[config.mk]
export PLATFORM = sky130hd
export DESIGN_NAME = apb2axi_bridge_flat
export DESIGN_NICKNAME = d
export VERILOG_FILES = /design/src/rtl/apb2axi_bridge_if.sv /design/src/rtl/apb2axi_bridge.sv /design/src/flat_wrapper.sv
export SDC_FILE = /design/constraint.sdc
export NUM_CORES = 1
export LEC_CHECK = 0
export ABC_AREA = 1
export CAP_MARGIN = 10
export CORE_AREA = 2 2 143 145
export CTS_CLUSTER_SIZE = 28
export DETAILED_ROUTE_END_ITERATION = 8
export DIE_AREA = 0 0 145 147
export GPL_TIMING_DRIVEN = 0
export HOLD_SLACK_MARGIN = 0.12
export SLEW_MARGIN = 30
export SYNTH_ARGS = -nofsm -noshare
export SYNTH_HDL_FRONTEND = slang
export SYNTH_SLANG_ARGS = --single-unit
[constraint.sdc]
create_clock -name clk_i -period 6.3 [get_ports clk_i]
set_input_delay 0.63 -clock clk_i [delete_from_list [all_inputs] [get_ports clk_i]]
set_output_delay 0.63 -clock clk_i [all_outputs]
set_load 0.005 [all_outputs]
[src/rtl/apb2axi_bridge_if.sv]
`default_nettype none
// +----------------------------------------------------------------------------+
// | apb2axi_bridge_if : APB3 completer bundle plus single-beat AXI4 manager    |
// | Rev 1.0                                                                    |
// +----------------------------------------------------------------------------+
interface apb2axi_bridge_if #(
  parameter int AXI_ADDR_WIDTH = 32,
  parameter int AXI_DATA_WIDTH = 32,
  parameter int AXI_ID_WIDTH   = 6,
  parameter int AXI_USER_WIDTH = 6,
  parameter int APB_ADDR_WIDTH = 32
);
  // APB
  logic                        psel_i;
  logic                        penable_i;
  logic                        pwrite_i;
  logic [APB_ADDR_WIDTH-1:0]   paddr_i;
  logic [31:0]                 pwdata_i;
  logic [31:0]                 prdata_o;
  logic                        pready_o;
  logic                        pslverr_o;
  // AW
  logic                        aw_valid_o;
  logic                        aw_ready_i;
  logic [AXI_ADDR_WIDTH-1:0]   aw_addr_o;
  logic [AXI_ID_WIDTH-1:0]     aw_id_o;
  logic [7:0]                  aw_len_o;
  logic [2:0]                  aw_size_o;
  logic [1:0]                  aw_burst_o;
  logic                        aw_lock_o;
  logic [3:0]                  aw_cache_o;
  logic [2:0]                  aw_prot_o;
  logic [3:0]                  aw_region_o;
  logic [3:0]                  aw_qos_o;
  logic [AXI_USER_WIDTH-1:0]   aw_user_o;
  logic [5:0]                  aw_atop_o;
  // W
  logic                        w_valid_o;
  logic                        w_ready_i;
  logic [AXI_DATA_WIDTH-1:0]   w_data_o;
  logic [AXI_DATA_WIDTH/8-1:0] w_strb_o;
  logic                        w_last_o;
  logic [AXI_USER_WIDTH-1:0]   w_user_o;
  // B
  logic                        b_valid_i;
  logic                        b_ready_o;
  logic [1:0]                  b_resp_i;
  logic [AXI_ID_WIDTH-1:0]     b_id_i;
  logic [AXI_USER_WIDTH-1:0]   b_user_i;
  // AR
  logic                        ar_valid_o;
  logic                        ar_ready_i;
  logic [AXI_ADDR_WIDTH-1:0]   ar_addr_o;
  logic [AXI_ID_WIDTH-1:0]     ar_id_o;
  logic [7:0]                  ar_len_o;
  logic [2:0]                  ar_size_o;
  logic [1:0]                  ar_burst_o;
  logic                        ar_lock_o;
  logic [3:0]                  ar_cache_o;
  logic [2:0]                  ar_prot_o;
  logic [3:0]                  ar_region_o;
  logic [3:0]                  ar_qos_o;
  logic [AXI_USER_WIDTH-1:0]   ar_user_o;
  // R
  logic                        r_valid_i;
  logic                        r_ready_o;
  logic [AXI_DATA_WIDTH-1:0]   r_data_i;
  logic [1:0]                  r_resp_i;
  logic [AXI_ID_WIDTH-1:0]     r_id_i;
  logic                        r_last_i;
  logic [AXI_USER_WIDTH-1:0]   r_user_i;

  // Bridge side: APB completer, AXI manager
  modport slave (
    input  psel_i, penable_i, pwrite_i, paddr_i, pwdata_i,
    output prdata_o, pready_o, pslverr_o,
    output aw_valid_o, aw_addr_o, aw_id_o, aw_len_o, aw_size_o, aw_burst_o, aw_lock_o,
           aw_cache_o, aw_prot_o, aw_region_o, aw_qos_o, aw_user_o, aw_atop_o,
    input  aw_ready_i,
    output w_valid_o, w_data_o, w_strb_o, w_last_o, w_user_o,
    input  w_ready_i,
    input  b_valid_i, b_resp_i, b_id_i, b_user_i,
    output b_ready_o,
    output ar_valid_o, ar_addr_o, ar_id_o, ar_len_o, ar_size_o, ar_burst_o, ar_lock_o,
           ar_cache_o, ar_prot_o, ar_region_o, ar_qos_o, ar_user_o,
    input  ar_ready_i,
    input  r_valid_i, r_data_i, r_resp_i, r_id_i, r_last_i, r_user_i,
    output r_ready_o
  );

  // Environment side: APB requester, AXI subordinate
  modport master (
    output psel_i, penable_i, pwrite_i, paddr_i, pwdata_i,
    input  prdata_o, pready_o, pslverr_o,
    input  aw_valid_o, aw_addr_o, aw_id_o, aw_len_o, aw_size_o, aw_burst_o, aw_lock_o,
           aw_cache_o, aw_prot_o, aw_region_o, aw_qos_o, aw_user_o, aw_atop_o,
    output aw_ready_i,
    input  w_valid_o, w_data_o, w_strb_o, w_last_o, w_user_o,
    output w_ready_i,
    output b_valid_i, b_resp_i, b_id_i, b_user_i,
    input  b_ready_o,
    input  ar_valid_o, ar_addr_o, ar_id_o, ar_len_o, ar_size_o, ar_burst_o, ar_lock_o,
           ar_cache_o, ar_prot_o, ar_region_o, ar_qos_o, ar_user_o,
    output ar_ready_i,
    output r_valid_i, r_data_i, r_resp_i, r_id_i, r_last_i, r_user_i,
    input  r_ready_o
  );
endinterface
`default_nettype wire

[src/rtl/apb2axi_bridge.sv]
`default_nettype none
// +----------------------------------------------------------------------------+
// | apb2axi_bridge : single-outstanding APB3 completer to AXI4 manager bridge  |
// | Rev 1.0                                                                    |
// +----------------------------------------------------------------------------+
module apb2axi_bridge #(
  parameter int AXI_ADDR_WIDTH = 32,
  parameter int AXI_DATA_WIDTH = 32,
  parameter int AXI_ID_WIDTH   = 6,
  parameter int AXI_USER_WIDTH = 6,
  parameter int APB_ADDR_WIDTH = 32
) (
  input  logic                 clk_i,
  input  logic                 rst_i,
  apb2axi_bridge_if.slave      bus
);

  localparam int STRB_WIDTH = AXI_DATA_WIDTH / 8;

  typedef enum logic [2:0] {
    IDLE    = 3'd0,
    WRITE   = 3'd1,
    WR_RESP = 3'd2,
    READ    = 3'd3,
    RD_RESP = 3'd4,
    DONE    = 3'd5
  } state_e;

  state_e                    state_q;
  logic [APB_ADDR_WIDTH-1:0] addr_q;
  logic [31:0]               wdata_q;
  logic [31:0]               prdata_q;
  logic                      pready_q;
  logic                      pslverr_q;
  logic                      aw_valid_q;
  logic                      w_valid_q;
  logic                      b_ready_q;
  logic                      ar_valid_q;
  logic                      r_ready_q;

  logic [31:0]               rlane;
  logic [STRB_WIDTH-1:0]     wstrb;
  logic [AXI_DATA_WIDTH-1:0] wdata_bus;

  generate
    if (AXI_DATA_WIDTH == 64) begin : g_dw64
      // The 32-bit word is replicated on both lanes; paddr[2] picks the live one
      assign wdata_bus = {wdata_q, wdata_q};
      assign wstrb     = addr_q[2] ? 8'hF0 : 8'h0F;
      assign rlane     = addr_q[2] ? bus.r_data_i[63:32] : bus.r_data_i[31:0];
    end else begin : g_dw32
      assign wdata_bus = wdata_q;
      assign wstrb     = '1;
      assign rlane     = bus.r_data_i[31:0];
    end
  endgenerate

  always_ff @(posedge clk_i or posedge rst_i) begin
    if (rst_i) begin
      state_q    <= IDLE;
      addr_q     <= '0;
      wdata_q    <= '0;
      prdata_q   <= '0;
      pready_q   <= 1'b0;
      pslverr_q  <= 1'b0;
      aw_valid_q <= 1'b0;
      w_valid_q  <= 1'b0;
      b_ready_q  <= 1'b0;
      ar_valid_q <= 1'b0;
      r_ready_q  <= 1'b0;
    end else begin
      case (state_q)
        IDLE: begin
          if (bus.psel_i && !bus.penable_i) begin
            addr_q  <= {bus.paddr_i[APB_ADDR_WIDTH-1:2], 2'b00};
            wdata_q <= bus.pwdata_i;
            if (bus.pwrite_i) begin
              aw_valid_q <= 1'b1;
              w_valid_q  <= 1'b1;
              state_q    <= WRITE;
            end else begin
              ar_valid_q <= 1'b1;
              state_q    <= READ;
            end
          end
        end
        WRITE: begin
          // A dropped valid marks its channel as already done
          if (aw_valid_q && bus.aw_ready_i) aw_valid_q <= 1'b0;
          if (w_valid_q && bus.w_ready_i)   w_valid_q  <= 1'b0;
          if ((!aw_valid_q || bus.aw_ready_i) && (!w_valid_q || bus.w_ready_i)) begin
            b_ready_q <= 1'b1;
            state_q   <= WR_RESP;
          end
        end
        WR_RESP: begin
          if (bus.b_valid_i) begin
            b_ready_q <= 1'b0;
            prdata_q  <= '0;
            pslverr_q <= bus.b_resp_i[1];
            pready_q  <= 1'b1;
            state_q   <= DONE;
          end
        end
        READ: begin
          if (bus.ar_ready_i) begin
            ar_valid_q <= 1'b0;
            r_ready_q  <= 1'b1;
            state_q    <= RD_RESP;
          end
        end
        RD_RESP: begin
          if (bus.r_valid_i) begin
            r_ready_q <= 1'b0;
            prdata_q  <= rlane;
            pslverr_q <= bus.r_resp_i[1];
            pready_q  <= 1'b1;
            state_q   <= DONE;
          end
        end
        DONE: begin
          pready_q  <= 1'b0;
          pslverr_q <= 1'b0;
          state_q   <= IDLE;
        end
        default: state_q <= IDLE;
      endcase
    end
  end

  assign bus.prdata_o    = prdata_q;
  assign bus.pready_o    = pready_q;
  assign bus.pslverr_o   = pslverr_q;

  assign bus.aw_valid_o  = aw_valid_q;
  assign bus.aw_addr_o   = AXI_ADDR_WIDTH'(addr_q);
  assign bus.aw_id_o     = '0;
  assign bus.aw_len_o    = 8'd0;
  assign bus.aw_size_o   = 3'd2;
  assign bus.aw_burst_o  = 2'b01;
  assign bus.aw_lock_o   = 1'b0;
  assign bus.aw_cache_o  = 4'd0;
  assign bus.aw_prot_o   = 3'd0;
  assign bus.aw_region_o = 4'd0;
  assign bus.aw_qos_o    = 4'd0;
  assign bus.aw_user_o   = '0;
  assign bus.aw_atop_o   = 6'd0;

  assign bus.w_valid_o   = w_valid_q;
  assign bus.w_data_o    = wdata_bus;
  assign bus.w_strb_o    = wstrb;
  assign bus.w_last_o    = 1'b1;
  assign bus.w_user_o    = '0;

  assign bus.b_ready_o   = b_ready_q;

  assign bus.ar_valid_o  = ar_valid_q;
  assign bus.ar_addr_o   = AXI_ADDR_WIDTH'(addr_q);
  assign bus.ar_id_o     = '0;
  assign bus.ar_len_o    = 8'd0;
  assign bus.ar_size_o   = 3'd2;
  assign bus.ar_burst_o  = 2'b01;
  assign bus.ar_lock_o   = 1'b0;
  assign bus.ar_cache_o  = 4'd0;
  assign bus.ar_prot_o   = 3'd0;
  assign bus.ar_region_o = 4'd0;
  assign bus.ar_qos_o    = 4'd0;
  assign bus.ar_user_o   = '0;

  assign bus.r_ready_o   = r_ready_q;

  logic unused_inputs;
  assign unused_inputs = ^{bus.b_id_i, bus.b_user_i, bus.r_id_i, bus.r_last_i, bus.r_user_i,
                           bus.b_resp_i[0], bus.r_resp_i[0], bus.paddr_i[1:0]};

endmodule
`default_nettype wire

[src/flat_wrapper.sv]
// flat-port wrapper written by rule: the top's interface ports become plain ports
module apb2axi_bridge_flat 
#(
  parameter int AXI_ADDR_WIDTH = 32,
  parameter int AXI_DATA_WIDTH = 32,
  parameter int AXI_ID_WIDTH   = 6,
  parameter int AXI_USER_WIDTH = 6,
  parameter int APB_ADDR_WIDTH = 32
)
  (clk_i, rst_i, bus_psel_i, bus_penable_i, bus_pwrite_i, bus_paddr_i, bus_pwdata_i, bus_prdata_o, bus_pready_o, bus_pslverr_o, bus_aw_valid_o, bus_aw_addr_o, bus_aw_id_o, bus_aw_len_o, bus_aw_size_o, bus_aw_burst_o, bus_aw_lock_o, bus_aw_cache_o, bus_aw_prot_o, bus_aw_region_o, bus_aw_qos_o, bus_aw_user_o, bus_aw_atop_o, bus_aw_ready_i, bus_w_valid_o, bus_w_data_o, bus_w_strb_o, bus_w_last_o, bus_w_user_o, bus_w_ready_i, bus_b_valid_i, bus_b_resp_i, bus_b_id_i, bus_b_user_i, bus_b_ready_o, bus_ar_valid_o, bus_ar_addr_o, bus_ar_id_o, bus_ar_len_o, bus_ar_size_o, bus_ar_burst_o, bus_ar_lock_o, bus_ar_cache_o, bus_ar_prot_o, bus_ar_region_o, bus_ar_qos_o, bus_ar_user_o, bus_ar_ready_i, bus_r_valid_i, bus_r_data_i, bus_r_resp_i, bus_r_id_i, bus_r_last_i, bus_r_user_i, bus_r_ready_o);
  apb2axi_bridge_if #(.AXI_ADDR_WIDTH(AXI_ADDR_WIDTH), .AXI_DATA_WIDTH(AXI_DATA_WIDTH), .AXI_ID_WIDTH(AXI_ID_WIDTH), .AXI_USER_WIDTH(AXI_USER_WIDTH), .APB_ADDR_WIDTH(APB_ADDR_WIDTH)) bus_i ();
  input  logic clk_i;
  input  logic rst_i;
  input wire logic [$bits(bus_i.psel_i)-1:0] bus_psel_i;
  input wire logic [$bits(bus_i.penable_i)-1:0] bus_penable_i;
  input wire logic [$bits(bus_i.pwrite_i)-1:0] bus_pwrite_i;
  input wire logic [$bits(bus_i.paddr_i)-1:0] bus_paddr_i;
  input wire logic [$bits(bus_i.pwdata_i)-1:0] bus_pwdata_i;
  output wire logic [$bits(bus_i.prdata_o)-1:0] bus_prdata_o;
  output wire logic [$bits(bus_i.pready_o)-1:0] bus_pready_o;
  output wire logic [$bits(bus_i.pslverr_o)-1:0] bus_pslverr_o;
  output wire logic [$bits(bus_i.aw_valid_o)-1:0] bus_aw_valid_o;
  output wire logic [$bits(bus_i.aw_addr_o)-1:0] bus_aw_addr_o;
  output wire logic [$bits(bus_i.aw_id_o)-1:0] bus_aw_id_o;
  output wire logic [$bits(bus_i.aw_len_o)-1:0] bus_aw_len_o;
  output wire logic [$bits(bus_i.aw_size_o)-1:0] bus_aw_size_o;
  output wire logic [$bits(bus_i.aw_burst_o)-1:0] bus_aw_burst_o;
  output wire logic [$bits(bus_i.aw_lock_o)-1:0] bus_aw_lock_o;
  output wire logic [$bits(bus_i.aw_cache_o)-1:0] bus_aw_cache_o;
  output wire logic [$bits(bus_i.aw_prot_o)-1:0] bus_aw_prot_o;
  output wire logic [$bits(bus_i.aw_region_o)-1:0] bus_aw_region_o;
  output wire logic [$bits(bus_i.aw_qos_o)-1:0] bus_aw_qos_o;
  output wire logic [$bits(bus_i.aw_user_o)-1:0] bus_aw_user_o;
  output wire logic [$bits(bus_i.aw_atop_o)-1:0] bus_aw_atop_o;
  input wire logic [$bits(bus_i.aw_ready_i)-1:0] bus_aw_ready_i;
  output wire logic [$bits(bus_i.w_valid_o)-1:0] bus_w_valid_o;
  output wire logic [$bits(bus_i.w_data_o)-1:0] bus_w_data_o;
  output wire logic [$bits(bus_i.w_strb_o)-1:0] bus_w_strb_o;
  output wire logic [$bits(bus_i.w_last_o)-1:0] bus_w_last_o;
  output wire logic [$bits(bus_i.w_user_o)-1:0] bus_w_user_o;
  input wire logic [$bits(bus_i.w_ready_i)-1:0] bus_w_ready_i;
  input wire logic [$bits(bus_i.b_valid_i)-1:0] bus_b_valid_i;
  input wire logic [$bits(bus_i.b_resp_i)-1:0] bus_b_resp_i;
  input wire logic [$bits(bus_i.b_id_i)-1:0] bus_b_id_i;
  input wire logic [$bits(bus_i.b_user_i)-1:0] bus_b_user_i;
  output wire logic [$bits(bus_i.b_ready_o)-1:0] bus_b_ready_o;
  output wire logic [$bits(bus_i.ar_valid_o)-1:0] bus_ar_valid_o;
  output wire logic [$bits(bus_i.ar_addr_o)-1:0] bus_ar_addr_o;
  output wire logic [$bits(bus_i.ar_id_o)-1:0] bus_ar_id_o;
  output wire logic [$bits(bus_i.ar_len_o)-1:0] bus_ar_len_o;
  output wire logic [$bits(bus_i.ar_size_o)-1:0] bus_ar_size_o;
  output wire logic [$bits(bus_i.ar_burst_o)-1:0] bus_ar_burst_o;
  output wire logic [$bits(bus_i.ar_lock_o)-1:0] bus_ar_lock_o;
  output wire logic [$bits(bus_i.ar_cache_o)-1:0] bus_ar_cache_o;
  output wire logic [$bits(bus_i.ar_prot_o)-1:0] bus_ar_prot_o;
  output wire logic [$bits(bus_i.ar_region_o)-1:0] bus_ar_region_o;
  output wire logic [$bits(bus_i.ar_qos_o)-1:0] bus_ar_qos_o;
  output wire logic [$bits(bus_i.ar_user_o)-1:0] bus_ar_user_o;
  input wire logic [$bits(bus_i.ar_ready_i)-1:0] bus_ar_ready_i;
  input wire logic [$bits(bus_i.r_valid_i)-1:0] bus_r_valid_i;
  input wire logic [$bits(bus_i.r_data_i)-1:0] bus_r_data_i;
  input wire logic [$bits(bus_i.r_resp_i)-1:0] bus_r_resp_i;
  input wire logic [$bits(bus_i.r_id_i)-1:0] bus_r_id_i;
  input wire logic [$bits(bus_i.r_last_i)-1:0] bus_r_last_i;
  input wire logic [$bits(bus_i.r_user_i)-1:0] bus_r_user_i;
  output wire logic [$bits(bus_i.r_ready_o)-1:0] bus_r_ready_o;
  assign bus_i.psel_i = bus_psel_i;
  assign bus_i.penable_i = bus_penable_i;
  assign bus_i.pwrite_i = bus_pwrite_i;
  assign bus_i.paddr_i = bus_paddr_i;
  assign bus_i.pwdata_i = bus_pwdata_i;
  assign bus_prdata_o = bus_i.prdata_o;
  assign bus_pready_o = bus_i.pready_o;
  assign bus_pslverr_o = bus_i.pslverr_o;
  assign bus_aw_valid_o = bus_i.aw_valid_o;
  assign bus_aw_addr_o = bus_i.aw_addr_o;
  assign bus_aw_id_o = bus_i.aw_id_o;
  assign bus_aw_len_o = bus_i.aw_len_o;
  assign bus_aw_size_o = bus_i.aw_size_o;
  assign bus_aw_burst_o = bus_i.aw_burst_o;
  assign bus_aw_lock_o = bus_i.aw_lock_o;
  assign bus_aw_cache_o = bus_i.aw_cache_o;
  assign bus_aw_prot_o = bus_i.aw_prot_o;
  assign bus_aw_region_o = bus_i.aw_region_o;
  assign bus_aw_qos_o = bus_i.aw_qos_o;
  assign bus_aw_user_o = bus_i.aw_user_o;
  assign bus_aw_atop_o = bus_i.aw_atop_o;
  assign bus_i.aw_ready_i = bus_aw_ready_i;
  assign bus_w_valid_o = bus_i.w_valid_o;
  assign bus_w_data_o = bus_i.w_data_o;
  assign bus_w_strb_o = bus_i.w_strb_o;
  assign bus_w_last_o = bus_i.w_last_o;
  assign bus_w_user_o = bus_i.w_user_o;
  assign bus_i.w_ready_i = bus_w_ready_i;
  assign bus_i.b_valid_i = bus_b_valid_i;
  assign bus_i.b_resp_i = bus_b_resp_i;
  assign bus_i.b_id_i = bus_b_id_i;
  assign bus_i.b_user_i = bus_b_user_i;
  assign bus_b_ready_o = bus_i.b_ready_o;
  assign bus_ar_valid_o = bus_i.ar_valid_o;
  assign bus_ar_addr_o = bus_i.ar_addr_o;
  assign bus_ar_id_o = bus_i.ar_id_o;
  assign bus_ar_len_o = bus_i.ar_len_o;
  assign bus_ar_size_o = bus_i.ar_size_o;
  assign bus_ar_burst_o = bus_i.ar_burst_o;
  assign bus_ar_lock_o = bus_i.ar_lock_o;
  assign bus_ar_cache_o = bus_i.ar_cache_o;
  assign bus_ar_prot_o = bus_i.ar_prot_o;
  assign bus_ar_region_o = bus_i.ar_region_o;
  assign bus_ar_qos_o = bus_i.ar_qos_o;
  assign bus_ar_user_o = bus_i.ar_user_o;
  assign bus_i.ar_ready_i = bus_ar_ready_i;
  assign bus_i.r_valid_i = bus_r_valid_i;
  assign bus_i.r_data_i = bus_r_data_i;
  assign bus_i.r_resp_i = bus_r_resp_i;
  assign bus_i.r_id_i = bus_r_id_i;
  assign bus_i.r_last_i = bus_r_last_i;
  assign bus_i.r_user_i = bus_r_user_i;
  assign bus_r_ready_o = bus_i.r_ready_o;
  apb2axi_bridge #(.AXI_ADDR_WIDTH(AXI_ADDR_WIDTH), .AXI_DATA_WIDTH(AXI_DATA_WIDTH), .AXI_ID_WIDTH(AXI_ID_WIDTH), .AXI_USER_WIDTH(AXI_USER_WIDTH), .APB_ADDR_WIDTH(APB_ADDR_WIDTH)) u_core (.clk_i(clk_i), .rst_i(rst_i), .bus(bus_i));
endmodule
## After elaboration in Yosys (flattened, before gate mapping)

Cells that the tools add are included.

- Equal/unequal tests: 14
- Muxes and demuxes: 32
- Reduce and logical (&&, ||, !) cells: 25

Operators with widths:

| operator | number |
|---|---|
| $mux 32 | 2 |
| $pmux 32 s2 | 1 |
| $mux 1 | 15 |
| $mux 3 | 5 |
| $pmux 3 s5 | 1 |
| $reduce_and 3->1 | 4 |
| $reduce_and 4->1 | 3 |
| $ne 2x2->1 const B | 5 |
| $pmux 1 s2 | 5 |
| $reduce_bool 2->1 | 5 |
| $ne 2x1->1 const B | 4 |
| $eq 3x2->1 const B | 2 |
| $eq 3x3->1 const B | 2 |
| $pmux 1 s3 | 2 |
| $reduce_and 5->1 | 1 |
| $logic_and 1x1->1 | 4 |
| $eq 3x1->1 const B | 1 |
| $logic_not 1->1 | 3 |
| $logic_not 3->1 | 1 |
| $reduce_bool 3->1 | 1 |
| $logic_or 1x1->1 | 2 |
| $mux 2 | 1 |
| $reduce_and 2->1 | 1 |

- Register bits: 104
- Input port bits: 135
- Output and inout bits: 234
- Word-level logic and storage cells: 82

## Longest topological paths before layout

Gate-level depths: netlist (run 1).

- Depth after elaboration: 5
- Mapped depth: 9
- Depth with buffers taken out: 9

## Worst setup path after synthesis (run 1)

No wires, ideal clock.

- Kind: input to register
- Start: input bus_psel_i
- End: register u_core.addr_q[10], in the netlist u_core.bus.ar_addr_o[10]
- Setup time: 66 ps
- Arrival: 1,382 ps
- Required time: 6,234 ps
- Path slack: 4,852 ps
- Stages on the path: 7
- Buffers on the path: 1
- Path through: inv_1 -> nor2_1 -> nand3_2 -> inv_2 -> buf_4 -> nand2_1 -> nand2_1

- Word-level cells in the longest chain between the ends: 2

RTL lines:

| element | RTL line | RTL |
|---|---|---|
| start, declared | flat_wrapper.sv:14 | `input wire logic [$bits(bus_i.psel_i)-1:0] bus_psel_i;` |
| $logic_and 1x1->1 | apb2axi_bridge.sv:74 | `if (bus.psel_i && !bus.penable_i) begin` |
| $reduce_and 2->1 (no source line) | -- |  |
| end signal, assigned | apb2axi_bridge.sv:75 | `addr_q <= {bus.paddr_i[APB_ADDR_WIDTH-1:2], 2'b00};` |
| end, declared | apb2axi_bridge.sv:30 | `logic [APB_ADDR_WIDTH-1:0] addr_q;` |

Every way passes these cells.
A chain may end at the register's enable or synchronous reset.

## Worst setup path in the final report (run 1)

- Start: input bus_psel_i
- End: register u_core.wdata_q[6], in the netlist u_core.bus.w_data_o[6]

- Word-level cells in the longest chain between the ends: 2

RTL lines:

| element | RTL line | RTL |
|---|---|---|
| $logic_and 1x1->1 | apb2axi_bridge.sv:74 |  |
| $reduce_and 2->1 (no source line) | -- |  |
| end signal, assigned | apb2axi_bridge.sv:76 | `wdata_q <= bus.pwdata_i;` |
| end, declared | apb2axi_bridge.sv:31 | `logic [31:0] wdata_q;` |

Every way passes these cells.

==> impl_metrics.tcl, run 1 <==
set metrics [dict create \
    p_total_mw 3.42 \
    synth-simple-area-share 0.256 \
    synth_top_family_by_area "simple AND/OR/NAND/NOR gates" \
    start_kind "input pin" \
    p_leak_nw 4.54 \
    final_cells 1245 \
    dieArea_mm2 0.0213 \
    cts_resized 0 \
    die_x_um 145 \
    cpPeakStageDelay_ns 0.46 \
    outcome "finished clean" \
    cp.arrival_ns 2.50 \
    critPathSlowestCell "clkdlybuf4s50_1" \
    ios 369 \
    whs_path_depth 2 \
    path_common_cell "nand2_1" \
    hp-class "flip-flop to flip-flop" \
    final_hold_viol_count 0 \
    path_cells "clkdlybuf4s50_1 -> inv_1 -> nor2_1 -> nand3_2 -> inv_2 -> buf_4 -> nand2_1 -> nand2_1" \
    synth-compound-area-share 0.00776 \
    critPathLaunch "bus_psel_i" \
    syn_avg_cell_area_um2 8.31 \
    cts_root_buffer "clkbuf_16" \
    synthDistinctLibCells 19 \
    ys_seq_elements 104 \
    drv_cap 0 \
    post-route-period-util 0.350 \
    grt_overflow 0 \
    cts_buffer_depth 2 \
    design_area_mm2 0.00856 \
    synth_mux_area_frac 0 \
    die_h_um 147 \
    placedCellCount 1229 \
    ys_seq_area_frac 0.504 \
    critPathKind "input pin to flip-flop" \
    seq_area_mm2 0.00260 \
    final_common_cell "nand2_1" \
    ys_top_cells_by_area "dfrtp_1, nand2_1, buf_4" \
    cts_sinks 104 \
    yosys_warnings 0 \
    mostFrequentLayoutCells "nand2_1, clkdlybuf4s50_1, buf_4" \
    cp-end-kind "flip-flop" \
    clock_latency_ns 0.35 \
    cts_buffers 9 \
    timing.rr.start "u_core.state_q[1]" \
    fin_nets 1105 \
    synth_top_area_frac 0.504 \
    synthCells 621 \
    dr.pass1.iters 4 \
    p_per_area_mw_per_mm2 399 \
    period_needed_ns 2.21 \
    syn_area_mm2 0.00516 \
    core_mm2 0.0198 \
    track_usage 0.138 \
    setup_violations 0 \
    ant_nets 0 \
    post_cts_buffers 0 \
    htree_levels 3 \
    diodes 0 \
    drive_above_1_share 0.178 \
    synth_top_cell_by_area "dfrtp_1" \
    clkTransAtPathRegs_ns 0.07 \
    drc 0 \
    io_buffers 236 \
    rsz0062_at_grt "no" \
    area_growth_pct 65.9 \
    grt_max_degree 57 \
    drt_iter0_markers 183 \
    cts_tree "yes" \
    hpwl_um 11700 \
    report.final.slew_viol_count 0 \
    hold_buffers 0 \
    gp_congestion 0.773 \
    clock.fmax_mhz 453 \
    ir_drop_mv 0.146 \
    initial_core_util 0.260 \
    skew_ns 0.00883 \
    finalSetupTns_ns 0 \
    synth_xor_area_frac 0 \
    via_count 4512 \
    multi_input_area_mm2 0.00175 \
    hold_path.startpoint "u_core.bus.prdata_o[30]" \
    cp.required_ns 6.59 \
    drt-wirelength-per-cell_um 11.9 \
    grt_pass1_wl_um 23200 \
    antenna_found_initial 0 \
    r2r_cells 6 \
    synthAdderAreaFrac 0 \
    first_global_vias 4224 \
    vias_per_cell 3.62 \
    num_rows 52 \
    final_core_util 0.431 \
    fill_cells 1984 \
    crit_path_max_fanout 10 \
    placed_area_mm2 0.00827 \
    routed_wl_um 14900 \
]
==> cells in the mapped netlist, drive strengths merged <==
cell and instances:
nand2 315, buf 146, dfrtp 104, inv 16, nor2 11, nand3 10, clkbuf 6, o21ai 4
a21oi 2, conb 2, nand4 2, nor3 1, o21ba 1, or2 1
==> registers in the layout, summed over array words and instances (netlist names) <==
signal / count
u_core.bus.pslverr_o: 1
u_core.state_q: 3
u_core.bus.pready_o: 1
u_core.bus.r_ready_o: 1
u_core.bus.prdata_o: 32
u_core.bus.ar_addr_o: 30
u_core.bus.ar_valid_o: 1
u_core.bus.w_valid_o: 1
u_core.bus.w_data_o: 32
u_core.bus.aw_valid_o: 1
u_core.bus.b_ready_o: 1
==> critical path, delay by kind of cell <==
kind	cells	cell delay (ns)
buffers and inverters	4	1.08
and+or+nand+nor	4	0.78
==> path summary, 6_finish.rpt <==
| check | slack, ns | end |
|---|---|---|
| worst max-delay path | 4.09 | u_core.bus.w_data_o[6] |
| min in group asynchronous | 0.67 | u_core.bus.ar_addr_o[8] |
| worst min register to register | 0.47 | u_core.bus.prdata_o[30] |
| max in group asynchronous | 5.01 | u_core.bus.pslverr_o |
| worst min-delay path | 0.47 | u_core.bus.prdata_o[30] |
| worst max register to register | 4.60 | u_core.bus.w_data_o[6] |
==> metrics by stage <==
stage	setup WS (ns)	hold slack, ns
finish	4.09	0.471
detailed placement	3.63	0.458
global placement	1.02	0.452
floorplan	2.94	0.464
CTS	4.00	0.476
global route	3.93	0.497
==> report_power, final <==
part / total, mW / switching, mW / internal, mW
Sequential: 1.18 / 0.197 / 0.981
Clock: 0.559 / 0.274 / 0.285
Combinational: 1.68 / 0.633 / 1.05
Total: 3.42 / 1.10 / 2.32
==> per-layer routing <==
layer | part of all wire | GRT usage | up-vias
li1 | - | - | 2330
met1 | 0.42 | 0.166 | 1975
met2 | 0.47 | 0.233 | 197
met3 | 0.091 | 0.0500 | 10
met4 | 0.012 | 0.0431 | 0
met5 | 0 | 0 | -
==> logic make-up after synthesis <==
logic type | after synthesis
compound gates | 7
buf+inv | 168
flops | 104
simple gates | 340
other cells | 2
==> cell type report <==
| class | instances | area share |
|---|---|---|
| Timing Repair Buffer | 237 | 0.279 |
| Tap cell | 270 | 0.0395 |
| Inverter | 16 | 0.00789 |
| Buffer | 152 | 0.132 |
| Clock inverter | 6 | 0.00570 |
| Clock buffer | 10 | 0.0279 |
| Sequential cell | 104 | 0.304 |
| Multi-Input combinational cell | 450 | 0.204 |
(Power assumes the default switching activity.)
==> run 2: changes to the inputs <==
--- a/config.mk
+++ b/config.mk
@@ -7,12 +7,13 @@
 export LEC_CHECK = 0
 export ABC_AREA = 1
 export CAP_MARGIN = 10
-export CORE_AREA = 2 2 143 145
+export CORE_AREA = 2 2 142 144
 export CTS_CLUSTER_SIZE = 28
 export DETAILED_ROUTE_END_ITERATION = 8
-export DIE_AREA = 0 0 145 147
+export DIE_AREA = 0 0 144 146
 export GPL_TIMING_DRIVEN = 0
 export HOLD_SLACK_MARGIN = 0.12
+export PLACE_DENSITY = 0.67
 export SLEW_MARGIN = 30
 export SYNTH_ARGS = -nofsm -noshare
 export SYNTH_HDL_FRONTEND = slang
==> constraint.sdc (replaced) <==
create_clock -name clk_i -period 1.89 [get_ports clk_i]
set_input_delay 0.189 -clock clk_i [delete_from_list [all_inputs] [get_ports clk_i]]
set_output_delay 0.189 -clock clk_i [all_outputs]
set_load 0.005 [all_outputs]
==> impl_metrics.tcl, run 2 (synthesis results as in run 1) <==
set metrics [dict create \
    outcome "finished clean" \
    final_hold_viol_count 0 \
    cp.arrival_ns 1.90 \
    gp_congestion 0.756 \
    io_buffers 236 \
    fin_nets 1109 \
    r2r_cells 6 \
    diodes 0 \
    cpPeakStageDelay_ns 0.45 \
    hp-class "input pin to flip-flop" \
    vias_per_cell 3.70 \
    whs_path_depth 3 \
    grt_most_used_layer "met2" \
    grt_max_degree 30 \
    dieArea_mm2 0.0210 \
    clkTransAtPathRegs_ns 0.07 \
    htree_levels 3 \
    clockPowerShare 0.158 \
    cts_buffer_depth 2 \
    combPwrFrac 0.495 \
    die_h_um 146 \
    initial_core_util 0.267 \
    final_common_cell "nand2_1" \
    worstReg2RegEnd "u_core.bus.w_data_o[30]" \
    antenna_found_initial 0 \
    drv_cap 0 \
    drt_iter0_markers 161 \
    hold_path.startpoint "bus_r_data_i[26]" \
    p_leak_nw 4.55 \
    cts_sinks 104 \
    grt_pass1_wl_um 23300 \
    path_common_cell "nand2_1" \
    die_x_um 144 \
    ant_nets 0 \
    report.final.slew_viol_count 0 \
    period_needed_ns 1.62 \
    first_global_vias 4413 \
    skew_ns 0.00976 \
    p_total_mw 11.4 \
    cts_root_buffer "clkbuf_16" \
    setup_violations 0 \
    dr.pass1.iters 4 \
    hpwl_um 12000 \
    ios 369 \
    path_cells "clkdlybuf4s50_1 -> inv_1 -> nor2_1 -> nand3_4 -> inv_2 -> buf_4 -> nand2_1 -> nand2_1" \
    cts_tree "yes" \
    area_growth_pct 67.1 \
    timing.rr.start "u_core.state_q[1]" \
    via_count 4609 \
    num_rows 51 \
    hold_path_end "u_core.bus.prdata_o[26]" \
    ir_drop_mv 0.494 \
    post-route-period-util 0.858 \
    critPathSlowestCell "clkdlybuf4s50_1" \
    start_kind "input pin" \
    grtUsageMet3 0.0550 \
    post_cts_buffers 0 \
    core_mm2 0.0193 \
    cp.required_ns 2.17 \
    p_per_area_mw_per_mm2 1320 \
    internal_power_mw 7.75 \
    pwr-share-seq 0.347 \
    holdWs_ns 0.371 \
    clock_latency_ns 0.34 \
    drt-wirelength-per-cell_um 12.0 \
    drive_above_1_share 0.180 \
    cp-end-kind "flip-flop" \
    rsz0062_at_grt "no" \
    routed_wl_um 14900 \
    mostFrequentLayoutCells "nand2_1, clkdlybuf4s50_1, buf_4" \
    grt_overflow 0 \
    drc 0 \
    crit_path_max_fanout 10 \
    grt_util_met1 0.160 \
    cts_buffers 9 \
    critPathKind "input pin to flip-flop" \
    global_route.usage.met2 0.255 \
    track_usage 0.143 \
    p_sw_frac 0.320 \
    clock.fmax_mhz 617 \
    switchingPower_mw 3.65 \
    rrSetupSlack_ns 0.36 \
]
run 2: how the worst max path moves through the flow:
stage          startpoint                       end  slack, ns  cells past startpoint
4_1_cts        bus_psel_i   u_core.bus.w_data_o[30]       0.05                      8
6_report       bus_psel_i   u_core.bus.w_data_o[30]       0.27                      8
5_1_grt        bus_psel_i  u_core.bus.ar_addr_o[16]       0.05                      8
3_3_place_gp        rst_i   u_core.bus.w_data_o[10]      -0.73                      2
2_1_floorplan       rst_i  u_core.bus.ar_addr_o[10]       0.46                      1
3_5_place_dp   bus_psel_i   u_core.bus.w_data_o[30]      -0.33                      8
run 2: repair_timing:
item	CTS	global route
endpoints found under the hold margin	5	0
endpoints found under the setup margin	0	60
resized for setup	0	1
hold buffers	1	0
run 2: metrics by stage:
step	std cells	instance area, um^2	utilization	setup TNS [ns]	worst slack (ns)
2_1_floorplan	722	5540	-	0	0.455
3_3_place_gp	1223	8240	0.426	-94.24	-0.731
3_5_place_dp	1227	8320	0.430	-18.75	-0.326
4_1_cts	1244	8610	0.445	0	0.0501
5_1_grt	1244	8620	0.446	0	0.0499
6_report	1244	8620	0.446	0	0.269
run 2: metal layers:
metal  vias to the layer above  routed length [um]
met1                      2057                5550
met4                         0                 158
met2                       204                7690
li1                       2339                   -
met5                         -                   0
met3                         9                1470
run 2: power groups by stage:
stage	clock network [mW]	logic, mW	registers (mW)
after floorplan	0	2.23	3.99
after global placement	0	5.64	3.97
after detailed placement	0	5.72	4.01
after CTS	1.90	5.75	3.98
after global routing	1.99	6.28	4.12
final	1.80	5.64	3.96
run 2: critical path: cells and delay by family:
kind,cells,cell delay [ns]
buffers and inverters,4,0.96
AND/OR/NAND/NOR,4,0.74
run 2: cell type report:
class,count,area [um^2]
Fill cell,1913,10700
Sequential cell,104,2600
Timing Repair Buffer,241,2450
Multi-Input combinational cell,450,1750
Buffer,152,1130
Tap cell,265,332
Clock buffer,12,256
Inverter,16,63.8
Clock inverter,4,28.8
==> run 3: changes to the inputs <==
--- a/config.mk
+++ b/config.mk
@@ -14,6 +14,7 @@
 export GPL_TIMING_DRIVEN = 0
 export HOLD_SLACK_MARGIN = 0.12
 export PLACE_DENSITY = 0.67
+export SKIP_CTS_REPAIR_TIMING = 1
 export SLEW_MARGIN = 30
 export SYNTH_ARGS = -nofsm -noshare
 export SYNTH_HDL_FRONTEND = slang
==> impl_metrics.tcl, run 3 (synthesis results as in run 1) <==
set metrics [dict create \
    finalSetupTns_ns 0 \
    vias_per_cell 3.70 \
    num_rows 51 \
    final_hold_viol_count 0 \
    critical_path.top_delay_family "buffers and inverters" \
    critPathKind "input pin to flip-flop" \
    dr.pass1.iters 4 \
    drc 0 \
    final_common_cell "nand2_1" \
    outcome "finished clean" \
    path_common_cell "nand2_1" \
    clock_latency_ns 0.35 \
    clock.fmax_mhz 617 \
    cp.depth 8 \
    htree_levels 3 \
    start_kind "input pin" \
    hpwl_um 12000 \
    setup_violations 0 \
    cts_root_buffer "clkbuf_16" \
    rrSetupSlack_ns 0.35 \
    r2r_cells 6 \
    critPathSlowestCell "clkdlybuf4s50_1" \
    final_core_util 0.445 \
    dieArea_mm2 0.0210 \
    diodes 0 \
    p_leak_nw 4.55 \
    core_mm2 0.0193 \
    gp_congestion 0.756 \
    initial_core_util 0.267 \
    grt_max_degree 30 \
    fin_nets 1108 \
    area_growth_pct 66.9 \
    drv_cap 0 \
    ir_drop_mv 0.494 \
    cpPeakStageDelay_ns 0.45 \
    io_buffers 236 \
    setup_slack_ns 0.270 \
    post-route-period-util 0.857 \
    hp-class "input pin to async pin" \
    ios 369 \
    drt_iter0_markers 145 \
    cp.buffers_inverters 4 \
    timing.rr.start "u_core.state_q[1]" \
    routed_wl_um 14900 \
    via_count 4605 \
    drive_above_1_share 0.180 \
    holdWs_ns 0.127 \
    drt-wirelength-per-cell_um 12.0 \
    cts_buffer_depth 2 \
    cts_tree "yes" \
    track_usage 0.143 \
    cts_sinks 104 \
    mostFrequentLayoutCells "nand2_1, clkdlybuf4s50_1, buf_4" \
    die_x_um 144 \
    die_h_um 146 \
    cp.arrival_ns 1.90 \
    rsz0062_at_grt "no" \
    cp-end-kind "flip-flop" \
    report.final.slew_viol_count 0 \
    path_cells "clkdlybuf4s50_1 -> inv_1 -> nor2_1 -> nand3_4 -> inv_2 -> buf_4 -> nand2_1 -> nand2_1" \
    first_global_vias 4413 \
    cp.required_ns 2.17 \
    clkTransAtPathRegs_ns 0.07 \
    ant_nets 0 \
    period_needed_ns 1.62 \
    skew_ns 0.00998 \
    worstReg2RegEnd "u_core.bus.w_data_o[30]" \
    crit_path_max_fanout 10 \
    grt_pass1_wl_um 23300 \
    pre_cts_ws_ns -0.326 \
    p_per_area_mw_per_mm2 1320 \
    cts_buffers 9 \
    grt_overflow 0 \
    antenna_found_initial 0 \
]
run 3: cell types whose count changed in the layout (fill, tap and decap cells not counted), sizes merged:
cell	change
dlygate4sd3	-1
run 3: how the worst max path moves through the flow:
stage,startpoint,endpoint,slack (ns)
after global routing,bus_psel_i,u_core.bus.ar_addr_o[16],0.05
after floorplan,rst_i,u_core.bus.ar_addr_o[10],0.46
after global placement,rst_i,u_core.bus.w_data_o[10],-0.73
after CTS,bus_psel_i,u_core.bus.w_data_o[30],0.05
after detailed placement,bus_psel_i,u_core.bus.w_data_o[30],-0.33
final,bus_psel_i,u_core.bus.w_data_o[30],0.27
run 3: layer usage:
layer / wire length, um / vias up / GRT usage / share of wire
li1: - / 2337 / - / -
met5: 0 / - / 0 / 0
met2: 7700 / 206 / 0.255 / 0.52
met4: 158 / 0 / 0.0324 / 0.011
met3: 1490 / 9 / 0.0550 / 0.10
met1: 5520 / 2053 / 0.160 / 0.37
run 3: final cells by class:
class	instances	area, um^2
Fill cell	1913	10700
Sequential cell	104	2600
Timing Repair Buffer	240	2440
Multi-Input combinational cell	450	1750
Buffer	152	1130
Tap cell	265	332
Clock buffer	12	256
Inverter	16	63.8
Clock inverter	4	28.8
run 3: power by group:
group          switching [mW]  leakage [nW]  internal, mW
clock                   0.832         0.135         0.967
sequential              0.689          1.33          3.27
combinational            2.12          3.08          3.51
run 3: worst register-to-register path, delay by kind of cell (launching register included):
kind / cells / cell delay [ns]
buffers and inverters: 2 / 0.49
DFF: 1 / 0.44
and+or+nand+nor: 4 / 0.55
run 3: stage by stage:
| stage | power [mW] | std cells | instance area [um^2] |
|---|---|---|---|
| after floorplan | 6.22 | 722 | 5540 |
| after global placement | 9.61 | 1223 | 8240 |
| after detailed placement | 9.73 | 1227 | 8320 |
| after CTS | 11.6 | 1243 | 8600 |
| after global routing | 12.4 | 1243 | 8610 |
| final | 11.4 | 1243 | 8610 |
